===== config.mk =====
export PLATFORM = sky130hd
export DESIGN_NAME = spi_slave_core
export DESIGN_NICKNAME = d
export VERILOG_FILES = /design/src/rtl/spi_slave_core_pkg.sv /design/src/rtl/spi_slave_core_sync_edge.sv /design/src/rtl/spi_slave_core.sv
export SDC_FILE = /design/constraint.sdc
export NUM_CORES = 1
export LEC_CHECK = 0
export BUFFER_PORTS_ARGS = -buffer_cell sky130_fd_sc_hd__buf_2
export CAP_MARGIN = 20
export CORE_ASPECT_RATIO = 0.75
export CORE_MARGIN = 10
export CORE_UTILIZATION = 50
export CTS_CLUSTER_DIAMETER = 80
export DETAILED_ROUTE_END_ITERATION = 12
export PLACE_DENSITY_LB_ADDON = 0.25
export REMOVE_ABC_BUFFERS = 1
export SETUP_SLACK_MARGIN = 0.5
export SKIP_CTS_REPAIR_TIMING = 1
export SLEW_MARGIN = 20
export SYNTH_ARGS = -nofsm -noshare
export SYNTH_HDL_FRONTEND = slang
export SYNTH_SLANG_ARGS = --single-unit

===== constraint.sdc =====
create_clock -name clk_i -period 2.5 [get_ports clk_i]
set_input_delay 0.5 -clock clk_i [delete_from_list [all_inputs] [get_ports clk_i]]
set_output_delay 0.5 -clock clk_i [all_outputs]
set_load 0.02 [all_outputs]

===== src/rtl/spi_slave_core_pkg.sv =====
// Shared constants and types for the byte-wide SPI slave: states, SPI mode defaults,
// frame width and idle fill byte.
package spi_slave_core_pkg;

  localparam int unsigned FrameBits = 8;
  localparam logic [FrameBits-1:0] DefaultIdleFill = 8'hFF;

  // SPI mode 0 unless overridden per instance.
  localparam logic DefaultCpol = 1'b0;
  localparam logic DefaultCpha = 1'b0;

  typedef enum logic {
    StIdle   = 1'b0,
    StActive = 1'b1
  } spi_state_e;

  typedef logic [$clog2(FrameBits)-1:0] bitcnt_t;

  localparam bitcnt_t LastBit = bitcnt_t'(FrameBits - 1);

endpackage


===== src/rtl/spi_slave_core_sync_edge.sv =====
// Two-flop synchroniser for an asynchronous pin plus registered one-cycle strobes
// on rising and falling edges of the synchronised level.
module spi_slave_core_sync_edge #(
  parameter logic ResetVal = 1'b0
) (
  input  logic clk_i,
  input  logic rst_ni,
  input  logic d_i,
  output logic rise_o,
  output logic fall_o
);

  logic meta_q, sync_q, prev_q;
  logic rise_q, fall_q;

  always_ff @(posedge clk_i) begin
    if (!rst_ni) begin
      meta_q <= ResetVal;
      sync_q <= ResetVal;
      prev_q <= ResetVal;
      rise_q <= 1'b0;
      fall_q <= 1'b0;
    end else begin
      meta_q <= d_i;
      sync_q <= meta_q;
      prev_q <= sync_q;
      rise_q <= sync_q & ~prev_q;
      fall_q <= ~sync_q & prev_q;
    end
  end

  assign rise_o = rise_q;
  assign fall_o = fall_q;

endmodule


===== src/rtl/spi_slave_core.sv =====
// Byte-wide SPI slave: oversamples SPI_CLK/MOSI/SS_N, deserialises MOSI into data_out_o
// and serialises a one-deep transmit holding register onto miso_o.
module spi_slave_core
  import spi_slave_core_pkg::*;
#(
  parameter logic                 Cpol     = DefaultCpol,
  parameter logic                 Cpha     = DefaultCpha,
  parameter logic [FrameBits-1:0] IdleFill = DefaultIdleFill
) (
  input  logic                 clk_i,
  input  logic                 rst_ni,
  output logic                 data_in_rdy_o,
  input  logic                 data_in_vd_i,
  input  logic [FrameBits-1:0] data_in_i,
  output logic [FrameBits-1:0] data_out_o,
  output logic                 data_out_vd_o,
  input  logic                 spi_clk_i,
  input  logic                 mosi_i,
  output logic                 miso_o,
  input  logic                 ss_n_i
);

  logic sclk_rise, sclk_fall, ss_rise, ss_fall;
  logic mosi_meta_q, mosi_sync_q;

  spi_slave_core_sync_edge #(
    .ResetVal (Cpol)
  ) u_sync_sclk (
    .clk_i  (clk_i),
    .rst_ni (rst_ni),
    .d_i    (spi_clk_i),
    .rise_o (sclk_rise),
    .fall_o (sclk_fall)
  );

  spi_slave_core_sync_edge #(
    .ResetVal (1'b1)
  ) u_sync_ss (
    .clk_i  (clk_i),
    .rst_ni (rst_ni),
    .d_i    (ss_n_i),
    .rise_o (ss_rise),
    .fall_o (ss_fall)
  );

  always_ff @(posedge clk_i) begin
    if (!rst_ni) begin
      mosi_meta_q <= 1'b0;
      mosi_sync_q <= 1'b0;
    end else begin
      mosi_meta_q <= mosi_i;
      mosi_sync_q <= mosi_meta_q;
    end
  end

  spi_state_e           state_q;
  bitcnt_t              bitcnt_q;
  logic [FrameBits-2:0] rx_q;
  logic [FrameBits-1:0] tx_q, hold_q, data_out_q;
  logic                 hold_full_q, data_out_vd_q;

  logic lead, trail, samp, upd, active, cnt_zero;
  logic load_en, shift_en, samp_en, wr_en;

  assign lead     = Cpol ? sclk_fall : sclk_rise;
  assign trail    = Cpol ? sclk_rise : sclk_fall;
  assign samp     = Cpha ? trail : lead;
  assign upd      = Cpha ? lead : trail;
  assign active   = (state_q == StActive);
  assign cnt_zero = (bitcnt_q == '0);

  // CPHA=0 must present bit 7 before the first leading edge, so it also loads on select.
  assign load_en  = (!Cpha && !active && ss_fall) || (active && !ss_rise && upd && cnt_zero);
  assign shift_en = active && !ss_rise && upd && !cnt_zero;
  assign samp_en  = active && !ss_rise && samp;
  assign wr_en    = data_in_vd_i && !hold_full_q;

  always_ff @(posedge clk_i) begin
    if (!rst_ni) begin
      state_q       <= StIdle;
      bitcnt_q      <= '0;
      rx_q          <= '0;
      tx_q          <= IdleFill;
      hold_q        <= '0;
      hold_full_q   <= 1'b0;
      data_out_q    <= '0;
      data_out_vd_q <= 1'b0;
    end else begin
      data_out_vd_q <= 1'b0;
      case (state_q)
        StIdle: begin
          bitcnt_q <= '0;
          if (ss_fall) state_q <= StActive;
        end
        StActive: begin
          if (ss_rise) begin
            state_q  <= StIdle;
            bitcnt_q <= '0;
          end else if (samp_en) begin
            rx_q     <= {rx_q[FrameBits-3:0], mosi_sync_q};
            bitcnt_q <= bitcnt_q + bitcnt_t'(1);
            if (bitcnt_q == LastBit) begin
              data_out_q    <= {rx_q, mosi_sync_q};
              data_out_vd_q <= 1'b1;
            end
          end
        end
      endcase

      if (load_en) begin
        tx_q        <= hold_full_q ? hold_q : IdleFill;
        hold_full_q <= 1'b0;
      end else if (shift_en) begin
        tx_q <= {tx_q[FrameBits-2:0], 1'b0};
      end

      // A write can only land while holding is empty, so it never collides with a load.
      if (wr_en) begin
        hold_q      <= data_in_i;
        hold_full_q <= 1'b1;
      end
    end
  end

  assign data_in_rdy_o = ~hold_full_q;
  assign data_out_o    = data_out_q;
  assign data_out_vd_o = data_out_vd_q;
  assign miso_o        = tx_q[FrameBits-1];

endmodule


Word level (Yosys, flattened, before mapping):

Cells that the tools add are included.

* register bits: 49
* input bits: 14
* output and inout port bits: 11
* word-level logic and storage cells: 66

* add/subtract/negate cells: 1
* eq/ne operators: 2
* mux-type cells: 12
* bitwise gates (word level): 13
* reductions and logical operators: 18

Operator list (number)
* $mux 8: 3
* $not 1->1: 9
* $logic_and 1x1->1: 7
* $mux 3: 2
* $pmux 3 s2: 1
* $mux 1: 5
* $and 1x1->1: 4
* $logic_not 1->1: 4
* $reduce_and 4->1: 1
* $reduce_bool 2->1: 2
* $reduce_or 4->1: 1
* $add 3x1->3 const B: 1
* $eq 3x3->1 const B: 1
* $logic_not 3->1: 1
* $ne 3x1->1 const B: 1
* $reduce_and 3->1: 1
* $pmux 1 s2: 1
* $logic_or 1x1->1: 1

Depth between registers and ports, before layout:

* depth in word-level cells: 7
* depth in mapped cells: 6
* mapped depth without buffers: 5

Cells and area by module:

Synthesis repeated with hierarchy kept, for this count alone.

* cell total of the unflattened synthesis: 204
* area total of the unflattened synthesis: 1865.5 um^2

By module, submodules not included
* spi_slave_core: instances 1, cells each 184, area an instance 1589.0 um^2, seq. area each 780.7 um^2
* spi_slave_core_sync_edge (u_sync_sclk): instances 1, cells each 10, area an instance 140.1 um^2, seq. area each 100.1 um^2
* spi_slave_core_sync_edge (u_sync_ss): instances 1, cells each 10, area an instance 136.4 um^2, seq. area each 100.1 um^2

Worst setup path before layout:

Ideal clock, no wire load.

* path type: reg-to-reg
* start point: register bitcnt_q[0]
* end point: register tx_q[0]
* setup time: 0.122 ns
* arrival: 1.268 ns
* slack: 1.111 ns
* stages on the path, launching flop included: 7
* period minus slack after synthesis: 1.389 ns
* cells stage by stage: dfxtp_1 inv_1 ha_1 nand2b_1 buf_1 o21ai_0 a221o_1

* word-level cells in the longest chain between the ends: 4
* elaborated cells between the ends (all ways): 7
* those cells by class: mux (1); reduce/logical (6)

Ends and longest elaborated chain
* start, declared: line spi_slave_core.sv:57 `bitcnt_t bitcnt_q;`
* start signal, assigned: line spi_slave_core.sv:101 `bitcnt_q <= bitcnt_q + bitcnt_t'(1);`
* $logic_not 3->1 (*): line spi_slave_core.sv:70 `assign cnt_zero = (bitcnt_q == '0);`
* $logic_and 1x1->1 / $logic_not 1->1 (equally long branches): line spi_slave_core.sv:73, spi_slave_core.sv:74
* $logic_or 1x1->1 / $logic_and 1x1->1 (equally long branches): line spi_slave_core.sv:73, spi_slave_core.sv:74
* $mux 8 / $reduce_bool 2->1 (equally long branches)
* end signal, assigned: line spi_slave_core.sv:83 `tx_q <= IdleFill;`
* end signal, assigned: line spi_slave_core.sv:111 `tx_q <= hold_full_q ? hold_q : IdleFill;`
* end signal, assigned: line spi_slave_core.sv:114 `tx_q <= {tx_q[FrameBits-2:0], 1'b0};`
* end, declared: line spi_slave_core.sv:59 `logic [FrameBits-1:0] tx_q, hold_q, data_out_q;`

Every way passes the cells marked *; elsewhere a longest branch is shown, timed or not.
A chain may end at the register's enable or synchronous reset.

Final worst setup path:

* start point: register hold_full_q
* end point: output data_in_rdy_o

* word-level cells in the longest chain between the ends: 1

Ends and longest elaborated chain
* start, declared: line spi_slave_core.sv:60 `logic hold_full_q, data_out_vd_q;`
* start signal, assigned: line spi_slave_core.sv:85 `hold_full_q <= 1'b0;`
* start signal, assigned: line spi_slave_core.sv:112 `hold_full_q <= 1'b0;`
* start signal, assigned: line spi_slave_core.sv:120 `hold_full_q <= 1'b1;`
* $not 1->1: line spi_slave_core.sv:125 `assign data_in_rdy_o = ~hold_full_q;`
* end, declared: line spi_slave_core.sv:12 `output logic data_in_rdy_o,`

No other way between the ends.

==> qor.csv <==
metric,value,unit
cp.required,2.00,ns
htreeDepth,2,
row_count,19,
leakagePower,0.815,nW
fp.dieH,72.8,µm
nets,241,
yosysUniqueCellTypes,33,
grt_usage,11.3,%
io_buffers,24,
dp_cells,269,
synth.yosys.seq_area_share,52.9,%
clockBufferDepth,2,
die_area,6570,µm²
worstSetupStartpointType,flop,
min_path_type,in2reg,
synth_most_common_cell,dfxtp_1,
synth_top_area_share,52.9,%
cts_inserted_buffers,5,
cap_violations,0,
clk_latency,0.30,ns
place_area,1970,µm²
antenna_found_initial,0,
endpoint_kind,output pin,
grt_pass1_wl,6110,µm
grt_overflow,0,
vias,1422,
synth_flop_cell,dfxtp_1,
place_hpwl,2390,µm
die_x,90.3,µm
hold_viol_final,0,
grt_pass1_vias,1341,
core,3610,µm²
viasPerCell,5.13,
cts_num_sinks,49,
synthArstFlopShare,0,%
ir_drop,0.462,mV
ant_nets,0,
fmax,595,MHz
setup_viol,0,
wl_per_cell,12.6,µm
totalPowerFinal,0.00140,W
drt_iter0_drc,95,
path_class,reg2out,
clk_pin_slew,0.08,ns
period_minus_slack,1.68,ns
synth_edf_count,0,
fin_skew,0.00471,ns
drc_errors,0,
ys_seq_elements,49,
area_growth,11.4,%
status,finished clean,
finalWirelength,3480,µm
tns,0,ns
syn_avg_cell_area,9.01,µm²
grt_max_degree,29,
critPathMaxFanout,8,
place_congestion,0.803,
start_util,51.4,%
final_max_slew_viol_count,0,
yosys_warnings,0,
worst_slew_pin_slew,0.693,ns
synth_area_leaders,"dfxtp_1 (53%), nand2_1 (8.3%), a21oi_1 (6.2%)",
critPathArrivalTime,1.18,ns
synth_common_cells,"dfxtp_1 (49), nand2_1 (41), a21oi_1 (23), nand3_1 (14)",
slew_headroom,53.7,%
pwr_density_cell,677,nW/µm²
finalCritPeriodShare,67.2,%
cts_tree,yes,
dr.pass1.iters,4,
synth.cell_area,1860,µm²
root_buffer,clkbuf_8,
final_area,2070,µm²
rsz0062_at_grt,false,
synth_cells,206,
final_layout_size_suffix_gt1_share,15.6,%
diodes,0,
boundaryPins,25,
yosys.area.top_type,dfxtp_1,
pre_cts_slack,0.965,ns
setup_ws,0.821,ns
stdcell_count,277,
cell usage in the layout, fill, tap and decap left out, drive strengths merged, types with 5 or more instances in the layout:
master,instances
clkbuf,7
and2,5
buf,24
nand2,41
a21oi,24
nand2b,7
o311ai,7
nor2,7
a211oi,7
dfxtp,49
nor3,7
nand3,14
critical path: stages, from the launching register on:
cell      delay (ns)
dfxtp_1         0.41
clkinv_1        0.24
buf_2           0.23
worst paths after layout:
check        cells after the start                from            endpoint  slack, ns
max                              2         hold_full_q       data_in_rdy_o       0.82
min                              2              ss_n_i    u_sync_ss.meta_q       0.37
min reg2reg                      1  u_sync_sclk.prev_q  u_sync_sclk.rise_o       0.40
max reg2reg                      3    u_sync_ss.fall_o             tx_q[0]       0.94
through the flow:
| stage | hold slack, ns | util, % |
|---|---|---|
| 5_1_grt | 0.385 | 57.2 |
| 4_1_cts | 0.361 | 57.2 |
| 3_3_place_gp | 0.393 | 54.4 |
| 3_5_place_dp | 0.395 | 54.4 |
| 6_report | 0.373 | 57.2 |
| 2_1_floorplan | 0.383 | - |
where the power goes:
part | total, W | switching, W | leakage [nW] | internal, W
logic | 0.0000851 | 0.0000522 | 0.362 | 0.0000329
clock network | 0.000498 | 0.000248 | 0.0542 | 0.000250
registers | 0.000817 | 0.0000148 | 0.399 | 0.000802
total | 0.00140 | 0.000315 | 0.815 | 0.00109
area by class of cell:
class	count	area (µm²)
fill	366	1550
sequential	49	981
multi-input combinational	139	781
timing repair buffer	24	120
clock buffer	7	96.3
tap	52	65.1
inverter	5	18.8
clock inverter	1	5.00
cell families (layout without fill, tap and decap cells):
kind of cell	count (synthesis)	in the layout	share of synthesized area, %
AO/OA/AOI/OAI	41	41	14.4
flip-flops	49	49	52.9
buffers and inverters	18	37	5.06
AND/OR/NAND/NOR	92	92	24.1
multiplexers	2	2	1.08
adder cells (fa/ha/maj)	3	3	2.02
XOR/XNOR	1	1	0.472
sequential cells by signal, summed over array words and instances, names as in the netlist:
signal and flops:
u_sync_ss.sync_q 1, u_sync_sclk.meta_q 1, tx_q 8, data_out_o 8
bitcnt_q 3, u_sync_sclk.prev_q 1, u_sync_ss.meta_q 1, rx_q 7
mosi_sync_q 1, u_sync_sclk.sync_q 1, u_sync_sclk.fall_o 1, u_sync_ss.fall_o 1
hold_q 8, u_sync_sclk.rise_o 1, active 1, data_out_vd_o 1
mosi_meta_q 1, u_sync_ss.rise_o 1, hold_full_q 1, u_sync_ss.prev_q 1
routing by layer:
metal | routed length, µm | share of wire [%] | track usage, %
met5 | 0 | 0 | 0
met4 | 37 | 1.1 | 5.63
met3 | 223 | 6.4 | 4.52
met2 | 1440 | 41 | 16.0
met1 | 1780 | 51 | 14.6
No activity file was read; power rests on OpenSTA's default activity.
